==> config.mk <==
export PLATFORM = sky130hd
export DESIGN_NAME = multicycle_ctrl
export DESIGN_NICKNAME = d
export VERILOG_FILES = /design/src/rtl/cpu_ctrl_pkg.sv /design/src/rtl/multicycle_ctrl.sv
export SDC_FILE = /design/constraint.sdc
export NUM_CORES = 1
export LEC_CHECK = 0
export ABC_AREA = 0
export CORE_AREA = 4 4 41 43
export CTS_BUF_LIST = sky130_fd_sc_hd__clkbuf_4
export CTS_CLUSTER_DIAMETER = 120
export DETAILED_ROUTE_END_ITERATION = 8
export DIE_AREA = 0 0 45 47
export DONT_BUFFER_PORTS = 1
export PLACE_DENSITY = 0.59
export SYNTH_ARGS = -nofsm -noshare
export SYNTH_HDL_FRONTEND = slang
export SYNTH_SLANG_ARGS = --single-unit
==> constraint.sdc <==
create_clock -name clk -period 1.27 [get_ports clk]
set_input_delay 0.254 -clock clk [delete_from_list [all_inputs] [get_ports clk]]
set_output_delay 0.254 -clock clk [all_outputs]
set_load 0.01 [all_outputs]
==> src/rtl/cpu_ctrl_pkg.sv <==
// Shared control encodings for the multicycle datapath: FSM states, opcodes,
// alu_op, pc_src and ALU B-operand mux selects. Also used by alu_control and
// the datapath.
package cpu_ctrl_pkg;

  localparam int unsigned OP_W    = 6;
  localparam int unsigned ALUOP_W = 2;
  localparam int unsigned PCSRC_W = 2;
  localparam int unsigned ALUB_W  = 2;

  typedef enum logic [3:0] {
    IDLE    = 4'd0,
    FETCH   = 4'd1,
    DECODE  = 4'd2,
    MEM_ADR = 4'd3,
    MEM_RD  = 4'd4,
    MEM_WB  = 4'd5,
    MEM_WR  = 4'd6,
    EXEC    = 4'd7,
    ALU_WB  = 4'd8,
    ADDI_EX = 4'd9,
    ADDI_WB = 4'd10,
    BEQ     = 4'd11,
    JUMP    = 4'd12,
    ILLEGAL = 4'd13
  } state_t;

  localparam logic [OP_W-1:0] OP_RTYPE = 6'b000000;
  localparam logic [OP_W-1:0] OP_LW    = 6'b100011;
  localparam logic [OP_W-1:0] OP_SW    = 6'b101011;
  localparam logic [OP_W-1:0] OP_BEQ   = 6'b000100;
  localparam logic [OP_W-1:0] OP_ADDI  = 6'b001000;
  localparam logic [OP_W-1:0] OP_J     = 6'b000010;

  localparam logic [ALUOP_W-1:0] ALUOP_ADD   = 2'b00;
  localparam logic [ALUOP_W-1:0] ALUOP_SUB   = 2'b01;
  localparam logic [ALUOP_W-1:0] ALUOP_FUNCT = 2'b10;

  localparam logic [PCSRC_W-1:0] PCSRC_ALU    = 2'b00;
  localparam logic [PCSRC_W-1:0] PCSRC_ALUOUT = 2'b01;
  localparam logic [PCSRC_W-1:0] PCSRC_JUMP   = 2'b10;

  localparam logic [ALUB_W-1:0] ALUB_REGB    = 2'b00;
  localparam logic [ALUB_W-1:0] ALUB_FOUR    = 2'b01;
  localparam logic [ALUB_W-1:0] ALUB_IMM     = 2'b10;
  localparam logic [ALUB_W-1:0] ALUB_IMM_SH2 = 2'b11;

endpackage

==> src/rtl/multicycle_ctrl.sv <==
// Multicycle sequencer: Moore FSM stepping the shared ALU/memory/regfile
// through fetch, decode, execute, memory and writeback, with memory wait states.
// Optional feature macro: ILLEGAL_TRAP_EN (ILLEGAL state becomes a sticky trap).
// Outputs decode the state register directly so that an asynchronous reset
// clears every strobe in the same cycle it rises.
module multicycle_ctrl
  import cpu_ctrl_pkg::*;
(
  input  logic               clk,
  input  logic               rst,
  input  logic [OP_W-1:0]    op,
  input  logic               zero,
  input  logic               mem_ready,
  output logic               pc_write,
  output logic [PCSRC_W-1:0] pc_src,
  output logic               iord,
  output logic               mem_read,
  output logic               mem_write,
  output logic               ir_write,
  output logic               reg_dst,
  output logic               mem_to_reg,
  output logic               reg_write,
  output logic               alu_src_a,
  output logic [ALUB_W-1:0]  alu_src_b,
  output logic [ALUOP_W-1:0] alu_op,
  output logic               instr_done,
  output logic               illegal_op
);

  state_t state_q, state_d;

  // State register; reset aborts any instruction in flight.
  always_ff @(posedge clk or posedge rst) begin
    if (rst) state_q <= IDLE;
    else     state_q <= state_d;
  end

  // Next-state sequencing, memory states stall on mem_ready.
  always_comb begin
    state_d = state_q;
    case (state_q)
      IDLE:    state_d = FETCH;
      FETCH:   if (mem_ready) state_d = DECODE;
      DECODE: begin
        case (op)
          OP_RTYPE:     state_d = EXEC;
          OP_LW, OP_SW: state_d = MEM_ADR;
          OP_BEQ:       state_d = BEQ;
          OP_ADDI:      state_d = ADDI_EX;
          OP_J:         state_d = JUMP;
          default:      state_d = ILLEGAL;
        endcase
      end
      MEM_ADR: state_d = (op == OP_SW) ? MEM_WR : MEM_RD;
      MEM_RD:  if (mem_ready) state_d = MEM_WB;
      MEM_WB:  state_d = FETCH;
      MEM_WR:  if (mem_ready) state_d = FETCH;
      EXEC:    state_d = ALU_WB;
      ALU_WB:  state_d = FETCH;
      ADDI_EX: state_d = ADDI_WB;
      ADDI_WB: state_d = FETCH;
      BEQ:     state_d = FETCH;
      JUMP:    state_d = FETCH;
`ifdef ILLEGAL_TRAP_EN
      ILLEGAL: state_d = ILLEGAL;
`else
      ILLEGAL: state_d = FETCH;
`endif
      default: state_d = IDLE;
    endcase
  end

  // Moore output decode; FETCH/MEM_WR completion and BEQ taken add input gating.
  always_comb begin
    pc_write   = 1'b0;
    pc_src     = PCSRC_ALU;
    iord       = 1'b0;
    mem_read   = 1'b0;
    mem_write  = 1'b0;
    ir_write   = 1'b0;
    reg_dst    = 1'b0;
    mem_to_reg = 1'b0;
    reg_write  = 1'b0;
    alu_src_a  = 1'b0;
    alu_src_b  = ALUB_REGB;
    alu_op     = ALUOP_ADD;
    instr_done = 1'b0;
    illegal_op = 1'b0;
    case (state_q)
      FETCH: begin
        mem_read  = 1'b1;
        alu_src_b = ALUB_FOUR;
        ir_write  = mem_ready;
        pc_write  = mem_ready;
      end
      DECODE: alu_src_b = ALUB_IMM_SH2;
      MEM_ADR: begin
        alu_src_a = 1'b1;
        alu_src_b = ALUB_IMM;
      end
      MEM_RD: begin
        mem_read = 1'b1;
        iord     = 1'b1;
      end
      MEM_WB: begin
        reg_write  = 1'b1;
        mem_to_reg = 1'b1;
        instr_done = 1'b1;
      end
      MEM_WR: begin
        mem_write  = 1'b1;
        iord       = 1'b1;
        instr_done = mem_ready;
      end
      EXEC: begin
        alu_src_a = 1'b1;
        alu_op    = ALUOP_FUNCT;
      end
      ALU_WB: begin
        reg_write  = 1'b1;
        reg_dst    = 1'b1;
        instr_done = 1'b1;
      end
      ADDI_EX: begin
        alu_src_a = 1'b1;
        alu_src_b = ALUB_IMM;
      end
      ADDI_WB: begin
        reg_write  = 1'b1;
        instr_done = 1'b1;
      end
      BEQ: begin
        alu_src_a  = 1'b1;
        alu_op     = ALUOP_SUB;
        pc_src     = PCSRC_ALUOUT;
        pc_write   = zero;
        instr_done = 1'b1;
      end
      JUMP: begin
        pc_src     = PCSRC_JUMP;
        pc_write   = 1'b1;
        instr_done = 1'b1;
      end
`ifdef ILLEGAL_TRAP_EN
      ILLEGAL: illegal_op = 1'b1;
`else
      ILLEGAL: instr_done = 1'b1;
`endif
      default: ;
    endcase
  end

endmodule
==> metrics.md <==
| Metric | Value |
|---|---|
| FMAX | `593 MHz` |
| Height of the die | `47 um` |
| CP required | `1.02 ns` |
| Sum of negative setup slack | `-4.84 ns` |
| Synth cell types | `40` |
| Global Route met3 Usage | `8.05%` |
| Clock Latency Late Sink | `0.24 ns` |
| Mapped cell area | `576 sq um` |
| Worst Setup SP | `state_q[1]` |
| Hold Crit Endpoint | `state_q[3]` |
| Critical path class | `flop to output port` |
| CTS root buf | `clkbuf_4` |
| Worst hold slack | `0.192 ns` |
| Power Dens Cells | `2630 nW/um^2` |
| Critical Path AT | `1.43 ns` |
| Leading area contributor after synthesis | `dfrtp_1` |
| Ratio of cells with drive above 1 in the final layout | `66.3%` |
| Worst reg2reg path depth | `4` |
| Top cells by area, synth | `dfrtp_1, buf_6, clkbuf_8, nor2_1, xnor2_1` |
| CTS buffer count | `3` |
| Fin. max-slew vios | `0` |
| Mean Syn Cell Area | `7.78 sq um` |
| Final ANT Viol Nets | `0` |
| Worst VDD drop | `1.82 mV` |
| Setup Skew | `0.000831 ns` |
| Worst Setup End Kind | `output port` |
| DR vias | `738` |
| Finished Core Util | `81.8%` |
| Worst min-delay path class | `input port to flop` |
| Async set-reset flop share out of synthesis | `100%` |
| Main synth FF type | `dfrtp_1` |
| GR peak layer | `met2` |
| Initial detailed-routing violation count | `21` |
| CTS tree | `yes` |
| Vias in the first global route | `618` |
| Tcrit/Tclk final | `133%` |
| Gpl congestion | `0.821` |
| Die X | `45 um` |
| Worst flop-to-flop path startpoint | `state_q[2]` |
| Pwr Total | `2.80 mW` |
| Fin nets | `115` |
| Leakage | `0.433 nW` |
| Filler cell count | `74` |
| Post-synthesis adder-cell area fraction | `0%` |
| Met1 GRT Util | `21.3%` |
| Clock sink count | `4` |
| GR Util met2 | `31.6%` |
| DP HPWL | `1.20 mm` |
| Initial core utilization | `44.2%` |
| Largest family of logic cells by synthesized area | `simple AND/OR/NAND/NOR gates` |
| Synthesized instance count | `74` |
| Setup ws final | `-0.417 ns` |
| First-pass GRT wire length | `2.82 mm` |
| Largest net degree at the start of global routing | `12` |
| Multiplexer share of the synthesized area | `0%` |
| Worst-path clk slew | `0.04 ns` |
| Crit-path max FO | `8` |
| Syn_nets | `84` |
| Area Growth Syn to Fin | `85.0%` |
| ANT cells | `0` |
| Final Hold Viols | `0` |
| I/O Pins | `27` |
| Top-area cell type share of the netlist area | `17.4%` |
| Drt wl/cell | `21.3 um` |
| Failing checks | `setup timing` |
| Complex-gate fraction of the synthesized area | `25.2%` |
| Number of port buffers | `0` |
| FF-to-FF End | `state_q[1]` |
| Row count | `13` |
| Commonest cells in the netlist | `nor2_1, nand2_1, dfrtp_1` |
| Biggest register | `state_q` |
| Largest register FFs | `4` |
| Top-count cell post-synth | `nor2_1` |
| Final setup violation count | `20` |
| H-tree depth | `1` |
| Top Registers | `state_q: 4 flops` |
| Drt total wl | `2.54 mm` |
| Setup slack, reg-to-reg | `-0.32 ns` |
| Overall Global Routing Usage | `18.5%` |
| Hold Crit Start | `op[4]` |
| Antenna violations before repair | `0` |
| Max-cap violations | `0` |
| Vias/cell | `6.20` |
| CP Launch Type | `flop` |
| XOR/XNOR Fraction of Synth Area | `4.57%` |
| Number of synthesized flops with an enable pin | `0` |
| Seq/Total Area, Yosys | `17.4%` |
| Total grt overflow | `0` |
| Clk buf depth | `2` |
| RSZ-0062 raised after global routing | `true` |
| Die area | `2120 sq um` |
| Status | `finished, violations left` |
| WHS Path Cells | `2` |
| #FFs+latches synth | `4` |
| Clock period minus worst slack | `1.69 ns` |
| Core Area | `1300 sq um` |
| DRC viols | `0` |
| YS warnings | `0` |
| DR pass1 iterations | `4` |
| Synth Area in Simple Gates | `38.3%` |
## placed cells by master (no fill, tap or decap), types with 2 or more instances in the layout
| cell type | instances |
|---|---|
| buf_4 | 20 |
| buf_6 | 10 |
| nor2_4 | 6 |
| nand2_1 | 4 |
| clkbuf_4 | 4 |
| dfrtp_2 | 4 |
| nand2b_4 | 3 |
| a21oi_1 | 3 |
| nand3_1 | 2 |
| o21ai_1 | 2 |
| and2b_2 | 2 |
| xnor2_1 | 2 |
| o211ai_1 | 2 |
| and3_4 | 2 |
| nor3_4 | 2 |
| inv_1 | 2 |
| buf_8 | 2 |
## kinds of logic after synthesis
family	after synthesis
xor+xnor	3
flops	4
other cells	1
simple gates	37
compound gates	20
buf+inv	9
## report_power, final
group	total [mW]	internal (mW)	leakage (nW)	switching, mW
registers	0.329	0.192	0.0451	0.137
clock network	0.209	0.140	0.0184	0.0684
logic	2.26	1.20	0.370	1.06
## metrics by stage
stage	std cells	cell area, sq um	setup WS, ns
floorplan	74	601	-0.126
global placement	100	681	-0.164
detailed placement	100	681	-0.180
CTS	108	797	-0.333
global route	119	1060	-0.460
finish	119	1060	-0.417
## per-layer routing
layer  part of all wire, %  vias up
met5                     0        -
met4                   3.1        0
met3                   6.4       10
met2                    53       41
met1                    37      355
li1                      -      332
## layout make-up
cell class	count	area, sq um	share of cell area, %
Clock buffer	4	30.0	2.82
Inverter	2	7.51	0.705
Multi-Input combinational cell	61	601	56.4
Sequential cell	4	105	9.87
Tap cell	15	18.8	1.76
Timing Repair Buffer	33	303	28.4
## worst max-delay path, cell delays in order, from the launching register on
cell,delay [ns]
dfrtp_2,0.46
and2b_2,0.24
a32o_1,0.29
a21o_1,0.20
## repair_timing
| item | 4_1_cts | 5_1_grt |
|---|---|---|
| endpoints found under the hold margin | 4 | 0 |
| buffers inserted | 3 | 11 |
| endpoints found under the setup margin | 19 | 19 |
| gates resized for setup | 17 | 40 |
| hold buffers | 1 | 0 |
| pin swaps | 6 | 12 |
## worst max path at each step
stage | endpoint | depth (start not counted)
finish | pc_write | 3
CTS | ir_write | 3
global route | pc_write | 3
floorplan | state_q[1] | 3
global placement | state_q[1] | 3
detailed placement | state_q[1] | 3
(Power assumes the default switching activity.)
